<file path="src/rtl/ysyx_25060173_ctrl_pkg.sv">
// Shared types and constants for the NPC multi-cycle sequencing controller.
// State encoding and halt-reason codes are used by the controller and its testbench.
package ysyx_25060173_ctrl_pkg;

    typedef enum logic [2:0] {
        S_IDLE = 3'd0,
        S_IF   = 3'd1,
        S_ID   = 3'd2,
        S_EX   = 3'd3,
        S_MEM  = 3'd4,
        S_WB   = 3'd5,
        S_HALT = 3'd6
    } state_e;

    localparam logic [1:0] HALT_NONE    = 2'b00;
    localparam logic [1:0] HALT_EBREAK  = 2'b01;
    localparam logic [1:0] HALT_ILLEGAL = 2'b10;
    localparam logic [1:0] HALT_TIMEOUT = 2'b11;

endpackage

</file>
<file path="src/rtl/ysyx_25060173_perf_counters.sv">
// Cycle and retired-instruction counters; both wrap modulo 2^CNT_W.
// cycle_cnt runs while run_en is high, instret_cnt steps once per retire pulse.
module ysyx_25060173_perf_counters #(
    parameter int CNT_W = 32
) (
    input  logic             clk,
    input  logic             rst_n,
    input  logic             run_en,
    input  logic             retire,
    output logic [CNT_W-1:0] cycle_cnt,
    output logic [CNT_W-1:0] instret_cnt
);

    // NOTE: sequential state is written with non-blocking assignments only, so every
    // register samples the values from before the edge regardless of block order.
    always_ff @(posedge clk or negedge rst_n) begin
        if (!rst_n) begin
            cycle_cnt   <= '0;
            instret_cnt <= '0;
        end else begin
            if (run_en) cycle_cnt <= cycle_cnt + 1'b1;
            if (retire) instret_cnt <= instret_cnt + 1'b1;
        end
    end

endmodule

</file>
<file path="src/rtl/ysyx_25060173_core_ctrl.sv">
// Multi-cycle sequencer: IF -> ID -> EX -> (MEM) -> WB, with memory watchdog,
// sticky halt reporting and performance counters.
module ysyx_25060173_core_ctrl
    import ysyx_25060173_ctrl_pkg::*;
#(
    parameter int CNT_W   = 32,
    parameter int TIMEOUT = 256
) (
    input  logic             clk,
    input  logic             rst_n,
    output logic             imem_req,
    input  logic             imem_rvalid,
    output logic             ir_we,
    input  logic             dec_legal,
    input  logic             dec_load,
    input  logic             dec_store,
    input  logic             dec_ebreak,
    input  logic             dec_rd_we,
    output logic             dmem_req,
    output logic             dmem_wen,
    input  logic             dmem_done,
    output logic             pc_we,
    output logic             rf_we,
    output logic             halt,
    output logic [1:0]       halt_code,
    output logic [CNT_W-1:0] cycle_cnt,
    output logic [CNT_W-1:0] instret_cnt
);

    localparam int             WD_W    = (TIMEOUT > 2) ? $clog2(TIMEOUT) : 1;
    localparam logic [WD_W-1:0] WD_LAST = WD_W'(TIMEOUT - 1);

    state_e          state, state_nxt;
    logic [1:0]      code_q, code_nxt;
    logic [WD_W-1:0] wd_cnt;
    logic            wd_expire;
    logic            rf_wb_q;
    logic            retire;

    assign wd_expire = (wd_cnt == WD_LAST);

    // NOTE: every variable written here gets a default first, so no path can
    // leave one unassigned and infer a latch.
    always_comb begin
        state_nxt = state;
        code_nxt  = code_q;
        retire    = 1'b0;
        case (state)
            S_IDLE: state_nxt = S_IF;
            S_IF: begin
                if (imem_rvalid) begin
                    state_nxt = S_ID;
                end else if (wd_expire) begin
                    state_nxt = S_HALT;
                    code_nxt  = HALT_TIMEOUT;
                end
            end
            S_ID: state_nxt = S_EX;
            S_EX: begin
                if (!dec_legal) begin
                    state_nxt = S_HALT;
                    code_nxt  = HALT_ILLEGAL;
                end else if (dec_ebreak) begin
                    state_nxt = S_HALT;
                    code_nxt  = HALT_EBREAK;
                    retire    = 1'b1;
                end else if (dec_load || dec_store) begin
                    state_nxt = S_MEM;
                end else begin
                    state_nxt = S_WB;
                end
            end
            S_MEM: begin
                if (dmem_done) begin
                    state_nxt = S_WB;
                end else if (wd_expire) begin
                    state_nxt = S_HALT;
                    code_nxt  = HALT_TIMEOUT;
                end
            end
            S_WB: begin
                state_nxt = S_IF;
                retire    = 1'b1;
            end
            S_HALT:  state_nxt = S_HALT;
            default: state_nxt = S_IDLE;
        endcase
    end

    always_ff @(posedge clk or negedge rst_n) begin
        if (!rst_n) begin
            state   <= S_IDLE;
            code_q  <= HALT_NONE;
            wd_cnt  <= '0;
            rf_wb_q <= 1'b0;
        end else begin
            state  <= state_nxt;
            code_q <= code_nxt;
            // Any state change restarts the watchdog, so each IF/MEM visit starts from zero.
            if (state_nxt != state) begin
                wd_cnt <= '0;
            end else if (state == S_IF || state == S_MEM) begin
                wd_cnt <= wd_cnt + 1'b1;
            end
            // Writeback qualifier is captured in EX, where decoder flags are defined as valid.
            if (state == S_EX) begin
                rf_wb_q <= dec_rd_we & ~dec_store;
            end
        end
    end

    assign imem_req  = (state == S_IF);
    assign ir_we     = (state == S_IF) & imem_rvalid;
    assign dmem_req  = (state == S_MEM);
    assign dmem_wen  = (state == S_MEM) & dec_store;
    assign pc_we     = (state == S_WB);
    assign rf_we     = (state == S_WB) & rf_wb_q;
    assign halt      = (state == S_HALT);
    assign halt_code = code_q;

    ysyx_25060173_perf_counters #(
        .CNT_W(CNT_W)
    ) u_perf (
        .clk        (clk),
        .rst_n      (rst_n),
        .run_en     (state != S_HALT),
        .retire     (retire),
        .cycle_cnt  (cycle_cnt),
        .instret_cnt(instret_cnt)
    );

endmodule

</file>
<file path="config.mk">
export PLATFORM = sky130hd
export DESIGN_NAME = ysyx_25060173_core_ctrl
export DESIGN_NICKNAME = d
export VERILOG_FILES = /design/src/rtl/ysyx_25060173_ctrl_pkg.sv /design/src/rtl/ysyx_25060173_perf_counters.sv /design/src/rtl/ysyx_25060173_core_ctrl.sv
export SDC_FILE = /design/constraint.sdc
export NUM_CORES = 1
export LEC_CHECK = 0
export BUFFER_PORTS_ARGS = -buffer_cell sky130_fd_sc_hd__buf_2
export CORE_AREA = 2 2 75 113
export CTS_CLUSTER_DIAMETER = 100
export CTS_CLUSTER_SIZE = 14
export DETAILED_ROUTE_END_ITERATION = 10
export DIE_AREA = 0 0 77 115
export GPL_ROUTABILITY_DRIVEN = 0
export PLACE_DENSITY = 0.72
export SYNTH_ARGS = -nofsm -noshare
export SYNTH_HDL_FRONTEND = slang
export SYNTH_SLANG_ARGS = --single-unit
</file>
<file path="constraint.sdc">
create_clock -name clk -period 2.2 [get_ports clk]
set_clock_uncertainty 0.2 [all_clocks]
set_input_delay 0.22 -clock clk [delete_from_list [all_inputs] [get_ports clk]]
set_output_delay 0.22 -clock clk [all_outputs]
set_load 0.005 [all_outputs]
</file>
==> flow_metrics.tcl, run 1 <==
set metrics [dict create \
    setup.worst_path.start_class "register" \
    synth_cells 352 \
    cts.sinks 78 \
    whs_endpoint "halt_code[1]$_DFFE_PN0P_" \
    whs_ns 0.0479 \
    fp.dieH_microns 115 \
    drive_gt1_share_pct 27.2 \
    hold_start "dec_ebreak" \
    fillerInstances 691 \
    reg2reg_depth 4 \
    fp.coreArea_sq_um 7910 \
    viasPerCell 5.50 \
    cp_cell_sequence "and4_1 -> nand4_1 -> nor4_1 -> xor2_1" \
    dieArea_sq_um 8860 \
    syn_nets 364 \
    min_path_type "in -> reg" \
    relSlewSlack_pct 64.7 \
    slew_violations 0 \
    startpoint "u_perf.cycle_cnt[7]$_DFFE_PN0P_" \
    ys_seq_elements 78 \
    multi_input_area_sq_um 1810 \
    critPathArrivalTime_ns 2.12 \
    synth_edf_count 0 \
    port_buffers 81 \
    grtUsageTotal_pct 20.8 \
    grt_max_degree 48 \
    cp_slowest_cell "nor4_1" \
    nets 459 \
    r2r_slack_ns 0.13 \
    die_x_microns 77 \
    period_minus_slack_ns 2.07 \
    setup_viol_count_final 0 \
    ir_drop_uv 607 \
    syn_area_per_cell_sq_um 11.0 \
    rr_startpoint "u_perf.cycle_cnt[7]$_DFFE_PN0P_" \
    synthArstFlopShare_pct 100 \
    drtIter0Drc 92 \
    final_common_cell "buf_2" \
    grt_pass1_vias 3057 \
    synth_top_family_by_area "simple AND/OR/NAND/NOR gates" \
    grt_antenna_before_repair 0 \
    critPathBufInv 0 \
    wire_per_inst_microns 15.5 \
    setup.worst_path.class "reg -> reg" \
    layout_common_cells "buf_2 (80), dfrtp_1 (78), xnor2_1 (52)" \
    cts-resized-gates 0 \
    dp_hpwl_mm 5.96 \
    pwr_density_cell_nw_per_um2 965 \
    ys_warn_count 0 \
    p_leak_uw 0.00231 \
    post-route-drc-count 0 \
    cts_tree "built" \
    finalCritPeriodShare_pct 94.3 \
    cpPeakStageDelay_ns 0.52 \
    clk_pin_slew_worst_paths_ns 0.06 \
    yosys.area_share.simple_pct 24.9 \
    rsz0062_at_grt "false" \
    seq_area_frac_synth_pct 50.6 \
    cp_top_family "simple AND/OR/NAND/NOR gates" \
    vias 3066 \
    io_pins 82 \
    ant_nets 0 \
    cts_made_buffers 9 \
    antenna_cells 0 \
    cts_setup_buffers 0 \
    htree_levels 3 \
    rows 40 \
    synth_flop_cell "dfrtp_1" \
    status "completed" \
    cts.path.max_buffers 2 \
    seqCellArea_sq_um 1950 \
    maxCapViolCount 0 \
    syn2layout_area_growth_pct 24.7 \
    ys_types 50 \
    netlist_area_sq_um 3860 \
    worstSkewPairLatency_ns 0.33 \
    first_pass_iters 4 \
    holdPathStages 4 \
    cp_max_fo 7 \
    crit_required_ns 2.24 \
    fmax_ghz 0.482 \
    grt_overflow 0 \
    crit_path_end_kind "register" \
    start_util_pct 48.8 \
    max_slew.worst_pin.slew_ns 0.528 \
    tns_ns 0 \
    wirelength_mm 8.61 \
    grt_pass1_wl_mm 14.6 \
    synthXorXnorAreaFrac_pct 16.1 \
    synth-compound-area-share_pct 4.41 \
    synthAdderAreaFrac_pct 0.972 \
    cts-root-buf "clkbuf_16" \
    synthMuxAreaShare_pct 0.551 \
    hold_violations 0 \
    r2r_end "u_perf.cycle_cnt[27]$_DFFE_PN0P_" \
]
power breakdown:
part / internal, uW / total (uW) / switching (uW)
Clock: 1170 / 1730 / 559
Sequential: 1610 / 1830 / 222
Combinational: 500 / 1080 / 582
Total: 3280 / 4650 / 1360
metal layers:
metal	vias to the layer above	wire [microns]	global-route usage [%]
li1	1456	-	-
met1	1515	3550	24.5
met2	84	4580	36.2
met3	11	352	2.98
met4	0	128	12.4
met5	-	0	0
worst register-to-register path, stage by stage, from the launching register on:
cell and delay, ns:
dfrtp_1 0.42, and4_1 0.29, nand4_1 0.35, nor4_1 0.52, xor2_1 0.21
flip-flops by register name, summed over array words and instances (netlist names):
register            cells
wd_cnt                  8
state                   3
u_perf.cycle_cnt       32
u_perf.instret_cnt     32
rf_wb_q                 1
halt_code               2
stage by stage:
| step | cells | setup WS [ns] | utilization, % | cell area (sq um) | total power, uW |
|---|---|---|---|---|---|
| after global placement | 537 | 0.298 | 55.9 | 4420 | 2900 |
| after detailed placement | 537 | 0.237 | 55.9 | 4420 | 2930 |
| after global routing | 557 | 0.0637 | 60.9 | 4810 | 4900 |
| after CTS | 557 | 0.149 | 60.9 | 4810 | 4700 |
| after floorplan | 352 | 0.385 | - | 3860 | 2520 |
| final | 557 | 0.126 | 60.9 | 4810 | 4650 |
cell usage after synthesis (2+ instances only):
library cell	number	share of area (%)
a211oi_2	2	0.65
and3_1	14	2.3
buf_2	3	0.39
inv_1	8	0.78
xor2_1	17	3.9
nor3b_1	2	0.39
nand4_1	27	4.4
o21ai_0	5	0.65
nand3_1	15	1.9
nor4_2	5	1.6
nor4_1	9	1.5
and4_1	8	1.8
a21oi_1	4	0.52
nand2b_1	5	0.81
dfrtp_1	78	51
nor3_1	14	1.8
nand2_1	25	2.4
ha_1	3	0.97
and2_1	8	1.3
nor4b_1	2	0.45
nor2b_1	3	0.49
buf_4	3	0.58
clkbuf_1	4	0.39
xnor2_1	52	12
nor2_1	11	1.1
worst max-delay path by stage:
stage / to / slack [ns] / cells after the start
2_1_floorplan: wd_cnt[0]$_DFFE_PN0P_ / 0.39 / 5
5_1_grt: wd_cnt[3]$_DFFE_PN0P_ / 0.06 / 5
4_1_cts: u_perf.cycle_cnt[27]$_DFFE_PN0P_ / 0.15 / 4
3_5_place_dp: wd_cnt[1]$_DFFE_PN0P_ / 0.24 / 5
6_report: u_perf.cycle_cnt[27]$_DFFE_PN0P_ / 0.13 / 4
3_3_place_gp: wd_cnt[3]$_DFFE_PN0P_ / 0.30 / 5
final cells by class:
cell class | count | share of cell area [%]
clock buffer | 13 | 5.41
timing repair buffer | 95 | 11.1
sequential | 78 | 40.5
multi-input combinational | 254 | 37.6
clock inverter | 3 | 1.87
tap | 105 | 2.73
inverter | 9 | 0.702
cell families (layout without fill, tap and decap cells):
| family | after synthesis | count (layout) |
|---|---|---|
| AO/OA/AOI/OAI | 22 | 22 |
| XOR/XNOR | 70 | 70 |
| adder cells (fa/ha/maj) | 3 | 3 |
| buffers and inverters | 20 | 120 |
| flip-flops | 78 | 78 |
| multiplexers | 2 | 2 |
| AND/OR/NAND/NOR | 157 | 157 |
timing repair:
item,CTS,global route
hold buffers,4,0
endpoints found under the hold margin,33,0
endpoints found under the setup margin,0,0
Note: power is estimated with default switching activity, not from simulation.
==> inputs of run 2 (changes only) <==
--- a/config.mk
+++ b/config.mk
@@ -7,6 +7,7 @@
 export LEC_CHECK = 0
 export BUFFER_PORTS_ARGS = -buffer_cell sky130_fd_sc_hd__buf_2
 export CORE_AREA = 2 2 75 113
+export CTS_BUF_LIST = sky130_fd_sc_hd__clkbuf_8
 export CTS_CLUSTER_DIAMETER = 100
 export CTS_CLUSTER_SIZE = 14
 export DETAILED_ROUTE_END_ITERATION = 10
==> flow_metrics.tcl, run 2 (synthesized netlist as in run 1, its figures left out) <==
set metrics [dict create \
    cts_setup_buffers 0 \
    met2_usage_pct 35.4 \
    status "completed" \
    setup.worst_path.class "reg -> out" \
    grt_use_met1_pct 24.1 \
    cts-resized-gates 0 \
    ant_nets 0 \
    nets 460 \
    setup_viol_count_final 0 \
    grt_pass1_wl_mm 14.3 \
    cp_max_fo 7 \
    antenna_cells 0 \
    cts.path.max_buffers 2 \
    crit_required_ns 1.78 \
    post-route-drc-count 0 \
    layout_common_cells "buf_2 (80), dfrtp_1 (78), xnor2_1 (52)" \
    vias 3039 \
    cts_tree "built" \
    fp.coreArea_sq_um 7910 \
    grt_overflow 0 \
    clk_pin_slew_worst_paths_ns 0.08 \
    slew_violations 0 \
    io_pins 82 \
    wire_per_inst_microns 15.3 \
    syn2layout_area_growth_pct 22.3 \
    grt_busiest_layer "met2" \
    ir_drop_uv 664 \
    grt_max_degree 48 \
    use_met3_pct 3.53 \
    rows 40 \
    worstSkewPairLatency_ns 0.37 \
    setup.worst_path.start_class "register" \
    hold_violations 0 \
    p_leak_uw 0.00228 \
    reg.largest.list "u_perf.cycle_cnt x32, u_perf.instret_cnt x32, wd_cnt x8" \
    die_x_microns 77 \
    start_util_pct 48.8 \
    grt_pass1_vias 2993 \
    grt_antenna_before_repair 0 \
    pwr_density_cell_nw_per_um2 900 \
    final_common_cell "buf_2" \
    min_path_type "in -> reg" \
    viasPerCell 5.45 \
    period_minus_slack_ns 2.06 \
    tns_ns 0 \
    cts.sinks 78 \
    drtIter0Drc 142 \
    cts_made_buffers 9 \
    drive_gt1_share_pct 27.2 \
    utilization_pct 59.7 \
    fp.dieH_microns 115 \
    first_pass_iters 4 \
    dp_hpwl_mm 5.96 \
    cts-root-buf "clkbuf_8" \
    critPathArrivalTime_ns 1.64 \
    relSlewSlack_pct 64.5 \
    fmax_ghz 0.485 \
    max_slew.worst_pin.slew_ns 0.531 \
    crit_path_end_kind "output pin" \
    port_buffers 81 \
    maxCapViolCount 0 \
    wirelength_mm 8.53 \
    grtUsageTotal_pct 20.4 \
    dieArea_sq_um 8860 \
    htree_levels 3 \
    finalCritPeriodShare_pct 93.7 \
    rsz0062_at_grt "false" \
]
## run 2: changes by cell type in the layout (fill, tap and decap cells not counted), sizes merged
cell / delta
clkbuf: -2
inv: +2
dlygate4sd3: +1
## run 2: worst paths after layout
path | startpoint | end | slack (ns) | cells past startpoint
min in group asynchronous | rst_n | u_perf.cycle_cnt[30]$_DFFE_PN0P_ | 0.13 | 2
max in group asynchronous | rst_n | u_perf.instret_cnt[14]$_DFFE_PN0P_ | 1.08 | 3
setup / recovery | state[2]$_DFF_PN0_ | ir_we | 0.14 | 4
hold reg to reg | u_perf.instret_cnt[31]$_DFFE_PN0P_ | u_perf.instret_cnt[31]$_DFFE_PN0P_ | 0.28 | 1
setup reg to reg | u_perf.cycle_cnt[16]$_DFFE_PN0P_ | u_perf.cycle_cnt[27]$_DFFE_PN0P_ | 0.21 | 4
hold / removal | imem_rvalid | state[0]$_DFF_PN0_ | 0.03 | 3
## run 2: final cells by class
cell class                      count  area [sq um]
Sequential cell                    78          1950
Clock inverter                      5          97.6
Multi-Input combinational cell    254          1810
Fill cell                         700          3180
Inverter                            9          33.8
Timing Repair Buffer               96           546
Tap cell                          105           131
Clock buffer                       11           151
## run 2: repair_timing
item / CTS / global route
endpoints found under the setup margin: 0 / 0
hold endpoints to repair: 81 / 0
hold buffers: 5 / 0
## run 2: power by group
group          internal [uW]  total, uW  switching (uW)
clock network            808       1330             523
registers               1610       1830             222
logic                    501       1090             589
## run 2: through the flow
| step | total power (uW) | worst slack, ns | cell area [sq um] | hold WS (ns) | cells |
|---|---|---|---|---|---|
| 5_1_grt | 4480 | 0.0320 | 4720 | 0.0428 | 558 |
| 3_5_place_dp | 2930 | 0.237 | 4420 | -0.00792 | 537 |
| 4_1_cts | 4290 | 0.120 | 4720 | 0.0103 | 558 |
| 2_1_floorplan | 2520 | 0.385 | 3860 | -0.276 | 352 |
| 3_3_place_gp | 2900 | 0.298 | 4420 | -0.0153 | 537 |
| 6_report | 4250 | 0.138 | 4720 | 0.0260 | 558 |
## run 2: critical path: stages, from the launching register on
cell and delay, ns:
dfrtp_1 0.47, buf_4 0.19, nand2b_1 0.23, nor3_1 0.22, buf_2 0.16
## run 2: metal layers
layer | up-vias | share of wire (%)
met5 | - | 0
met4 | 0 | 2.0
met3 | 14 | 3.7
met2 | 65 | 52
met1 | 1501 | 42
li1 | 1459 | -
